File: src/rtl/program_counter.sv
// Registered program counter for the Hack CPU: reset, stall, jump load and increment,
// with jump reporting. Define PC_HALT_DETECT_EN to build the end-of-program halt detector.
module program_counter #(
  parameter int                ADDR_W     = 15,
  parameter logic [ADDR_W-1:0] RESET_ADDR = '0
) (
  input  logic              clk,
  input  logic              reset,
  input  logic              pc_load,
  input  logic              pc_inc,
  input  logic              stall,
  input  logic [ADDR_W-1:0] load_addr,
  output logic [ADDR_W-1:0] pc,
  output logic              jump_taken,
  output logic [15:0]       jump_count,
  output logic              halted
);

  localparam logic [ADDR_W-1:0] ADDR_ONE  = ADDR_W'(1);
  localparam logic [15:0]       COUNT_MAX = 16'hFFFF;

  logic frozen;

`ifdef PC_HALT_DETECT_EN
  typedef enum logic [1:0] {
    RUN    = 2'd0,
    ARMED  = 2'd1,
    HALTED = 2'd2
  } halt_state_t;

  halt_state_t state, next_state;
  logic        apply_load;
  logic        apply_inc;
  logic        loop_back;
  logic [ADDR_W-1:0] load_addr_next;

  // A loop-back load targets the current PC or the instruction just before it,
  // which is what the @END / 0;JMP idiom produces.
  assign load_addr_next = load_addr + ADDR_ONE;
  assign loop_back      = (load_addr == pc) || (load_addr_next == pc);
  assign apply_load     = !frozen && !stall && pc_load;
  assign apply_inc      = !frozen && !stall && !pc_load && pc_inc;

  always_ff @(posedge clk) begin
    if (reset) begin
      state <= RUN;
    end else begin
      state <= next_state;
    end
  end

  always_comb begin
    next_state = state;
    case (state)
      RUN: begin
        if (apply_load && loop_back) begin
          next_state = ARMED;
        end
      end
      ARMED: begin
        if (apply_load) begin
          next_state = loop_back ? HALTED : RUN;
        end else if (apply_inc) begin
          next_state = RUN;
        end
      end
      HALTED: begin
        next_state = HALTED;
      end
      default: begin
        next_state = RUN;
      end
    endcase
  end

  always_comb begin
    halted = (state == HALTED);
    frozen = (state == HALTED);
  end
`else
  assign halted = 1'b0;
  assign frozen = 1'b0;
`endif

  // Datapath priority: reset, halt freeze, stall, load, increment, hold.
  always_ff @(posedge clk) begin
    if (reset) begin
      pc         <= RESET_ADDR;
      jump_taken <= 1'b0;
      jump_count <= '0;
    end else if (frozen || stall) begin
      jump_taken <= 1'b0;
    end else if (pc_load) begin
      pc         <= load_addr;
      jump_taken <= 1'b1;
      if (jump_count != COUNT_MAX) begin
        jump_count <= jump_count + 16'd1;
      end
    end else if (pc_inc) begin
      pc         <= pc + ADDR_ONE;
      jump_taken <= 1'b0;
    end else begin
      jump_taken <= 1'b0;
    end
  end

endmodule

File: config.mk
export PLATFORM = sky130hd
export DESIGN_NAME = program_counter
export DESIGN_NICKNAME = d
export VERILOG_FILES = /design/src/rtl/program_counter.sv
export SDC_FILE = /design/constraint.sdc
export NUM_CORES = 1
export LEC_CHECK = 0
export ABC_AREA = 1
export CORE_MARGIN = 3
export CORE_UTILIZATION = 49
export DETAILED_ROUTE_END_ITERATION = 8
export HOLD_SLACK_MARGIN = 0.12
export MAX_ROUTING_LAYER = met4
export PLACE_DENSITY = 0.8
export SYNTH_ARGS = -nofsm -noshare
export SYNTH_HDL_FRONTEND = slang
export SYNTH_SLANG_ARGS = --single-unit
File: constraint.sdc
create_clock -name clk -period 1.7 [get_ports clk]
set_input_delay 0.17 -clock clk [delete_from_list [all_inputs] [get_ports clk]]
set_output_delay 0.17 -clock clk [all_outputs]
set_load 0.05 [all_outputs]
# Yosys cells after proc, flatten, opt, wreduce, memory -nomap -nowiden
# Index checks and enable logic that the tools add are counted.
[totals] reg_bits=32 in_bits=20 output_inout_bits=33 word_cells=14
[op_classes] n_addsub=2 n_eq_ne=1 n_mux=3 bitwise=1 n_reduce_logical=4
[ops] op="two-way mux 15 bit" count=2
[ops] op="adder 16 x 1 -> 16 bit (second input constant)" count=1
[ops] op="!= test 16 bit (second input constant)" count=1
[ops] op="adder 15 x 1 -> 15 bit (second input constant)" count=1
[ops] op="AND reduction 3 bit" count=1
[ops] op="AND reduction 2 bit" count=1
[ops] op="nonzero test 2 bit" count=1
[ops] op="OR reduction 2 bit" count=1
[ops] op="two-way mux 1 bit" count=1
[ops] op="NOT 1 bit" count=1

# Depth between registers and ports, before layout
[logic_depth] ltp_word=3 mapped_depth=10 mapped_depth_nobuf=9

# Worst setup path before layout
# No wires, ideal clock.
[synth_path] path_kind="register -> register" start="register jump_count[1]" end="register jump_count[15]" setup_time_ns=0.135 t_arrival_ns=1.805 required_time_ns=1.565 slack_ns=-0.240 path_stages_with_launch=10 n_path_buf=1 synth_period_minus_slack_ns=1.940 cell_sequence="dfxtp_1 > ha_1 > nand3_2 > nor3_4 > nand2_2 > nand2_4 > inv_2 > buf_6 > nand2_1 > a21oi_2"
[synth_via] elab_chain_len=2 elab_cells_between_ends=3 classes_between="add/sub: 1; eq/ne: 1; reduce/logical: 1"
[synth_rtl] item="from (decl)" line="15" source="output logic [15:0] jump_count,"
[synth_rtl] item="from (signal assigned)" line="97" source="jump_count <= jump_count + 16'd1;"
[synth_rtl] item="parallel branches: the longest is 2 deep, another holds adder 16 x 1 -> 16 bit"
# Parallel ways; which one is timed is not known.
# A chain may end at the register's enable or synchronous reset.

# Final worst setup path
[layout_path] start="register pc[1]" end="output pc[1]"
[layout_rtl] item="from (decl)" line="13" source="output logic [ADDR_W-1:0] pc,"
[layout_rtl] item="from (signal assigned)" line="94" source="pc <= load_addr;"
[layout_rtl] item="from (signal assigned)" line="100" source="pc <= pc + ADDR_ONE;"
# No word-level cell between the ends.

==> summary.md <==
| Metric | Value |
|---|---|
| Run status | complete, no violations |
| Core Footprint | 3800 µm² |
| DRC | 0 |
| # fillers | 351 |
| Slew headroom | 63.4% |
| Sw power | 0.000557 W |
| Clock network power share | 41.0% |
| CTS tree | built |
| Worst EP arrival | 1.49 ns |
| Area Growth Syn to Fin | 34.2% |
| M2 GR Usage | 37.5% |
| Vias/cell | 5.17 |
| Final core occ | 71.1% |
| Reg2reg start | jump_count[0] |
| Initial Utilization | 53.0% |
| Post-route minimum period | 1.66 ns |
| Worst Setup SP | pc[1] |
| Hold path start | load_addr[1] |
| M3 GR Usage | 6.04% |
| FMAX | 0.603 GHz |
| Rows | 22 |
| CTS Buffer Depth | 2 |
| Root Driver | clkbuf_8 |
| Routability cong. | 0.891 |
| Total power | 0.00199 W |
| Seq pwr share | 40.9% |
| Combinational Power Share | 18.1% |
| Peak supply drop | 0.371 mV |
| Area share of the largest cell type after synthesis | 31.8% |
| Count of final hold-check violations | 0 |
| Max Cap Viol | 0 |
| Critical path's slowest cell | clkdlybuf4s50_1 |
| Slew Limit Fails | 0 |
| WS Path Type | reg2out |
| Required @ worst endpoint | 1.53 ns |
| Global-route wire length before repair | 8760 µm |
| Synthesized area | 2010 µm² |
| Total Routing Usage GR | 22.5% |
| CP Launch Type | flop |
| Slowest cell delay on critical path | 0.84 ns |
| I/O Pins | 53 |
| WL final | 5340 µm |
| Worst slew pin tran | 0.547 ns |
| Capturing element type of the critical path | primary output |
| Most frequent cells in the layout | 98 x nand2_1, 41 x nor2_1, 34 x buf_4, 27 x clkdlybuf4s50_1, 26 x inv_1 |
| Distinct cell type count after synthesis | 32 |
| WL/cell | 12.6 µm |
| #FFs+latches synth | 32 |
| # H-tree levels | 2 |
| Leak | 1.11 nW |
| Setup TNS | 0 ns |
| RSZ-0062 raised after global routing | no |
| Via count | 2193 |
| Initial drt markers | 123 |
| Final Skew | 0.00643 ns |
| Die W | 70.1 µm |
| Yosys warning count | 0 |
| Main area contributors after synthesis | dfxtp_1 32%, nand2_1 18%, nor2_1 7.8% |
| Nets | 397 |
| Die Y-Extent | 70.1 µm |
| IO Port Bufs | 51 |
| Worst-Skew Late Latency | 0.29 ns |
| Most common cell after layout, fill and taps aside | nand2_1 |
| Final cycle utilization of the critical path | 97.5% |
| CP max FO | 4 |
| Syn nets | 338 |
| Int Pwr | 0.00143 W |
| Pre-antenna DRT Iters | 4 |
| # diodes | 0 |
| Area leader, netlist | dfxtp_1 |
| Post-synthesis sequential area ratio | 31.8% |
| Dominant delay contributor by cell family on the critical path | buffers and inverters |
| GR peak layer | met2 |
| Clock-pin transition on the worst setup and hold timing paths | 0.07 ns |
| Routing usage on met1 | 26.2% |
| Crit-path cells | clkdlybuf4s50_1 |
| Final setup viols | 0 |
| Antenna-violating nets left | 0 |
| Sw Ratio | 28.0% |
| CP bufs+invs | 1 |
| GRT overflow | 0 |
| TritonCTS Buffers | 5 |
| Syn avg cell area | 6.37 µm² |
| Initial antenna violation count | 0 |
| Dpl ws | 0.167 ns |
| Mapped Cells | 316 |
| Die area | 4920 µm² |
| Final WS setup | 0.0420 ns |
| Worst hold path class | in2reg |
| Layout cells sized above 1 | 21.5% |
| CTS sink count | 32 |
| Power Density | 735 nW/µm² |
| Largest net degree at the start of global routing | 16 |
| DP Wirelength | 3960 µm |
| Vias in the first global route | 2004 |
-- power groups by stage --
stage	clock network, W	logic, W	registers [W]
after detailed placement	0	0.000359	0.000829
after floorplan	0	0.000135	0.000918
after CTS	0.000824	0.000362	0.000812
final	0.000814	0.000360	0.000813
after global placement	0	0.000355	0.000828
after global routing	0.000861	0.000386	0.000818
-- path summary, 6_finish.rpt --
| check | endpoint | depth (start not counted) | slack (ns) |
|---|---|---|---|
| hold / removal | pc[1] | 3 | 0.48 |
| setup reg to reg | jump_count[12] | 8 | 0.16 |
| hold reg to reg | pc[14] | 2 | 0.50 |
| setup / recovery | pc[1] | 1 | 0.04 |
-- cell usage after synthesis (all sizes together) --
cell and count:
nand2 101, nor2 47, dfxtp 32, a21oi 29
inv 29, nand3 22, o21ai 13, nand4 9
xor2 7, buf 6, xnor2 5, clkbuf 4
or2 3, ha 2, nor3 2, a211oi 1
a31oi 1, conb 1, nand3b 1, o22ai 1
-- stage by stage --
step           hold WS (ns)  instance area, µm²  std cells
2_1_floorplan         0.326                2030        316
3_3_place_gp          0.485                2570        416
3_5_place_dp          0.489                2570        416
4_1_cts               0.472                2700        424
5_1_grt               0.485                2700        424
6_report              0.482                2700        424
-- cells by family after synthesis --
group / count (synthesis) / synth area share, %
flops: 32 / 31.8
xor+xnor: 12 / 5.22
fa+ha+maj: 2 / 1.24
buf+inv: 39 / 8.32
compound gates: 45 / 13.3
other cells: 1 / 0.186
simple gates: 185 / 39.9
-- metal layers --
| metal | vias to the layer above | wire length [µm] |
|---|---|---|
| met2 | 58 | 2560 |
| met5 | - | 0 |
| met1 | 995 | 2420 |
| met4 | 0 | 78 |
| met3 | 8 | 287 |
| li1 | 1132 | - |
-- flip-flops by register name, summed over array words and instances (netlist names) --
name        count
jump_taken      1
jump_count     16
pc             15
-- final cells by class --
class / count / area (µm²) / area share [%]
Tap cell: 48 / 60.1 / 2.22
Clock inverter: 1 / 30.0 / 1.11
Sequential cell: 32 / 661 / 24.4
Multi-Input combinational cell: 245 / 1210 / 44.7
Clock buffer: 7 / 96.3 / 3.56
Timing Repair Buffer: 62 / 538 / 19.9
Inverter: 29 / 109 / 4.03
-- repair_timing --
action / CTS / global route
hold buffers: 0 / 0
setup endpoints to repair: 0 / 2
hold endpoints to repair: 0 / 0
buffers inserted: 0 / 0
resized for setup: 0 / 2
(Power assumes the default switching activity.)
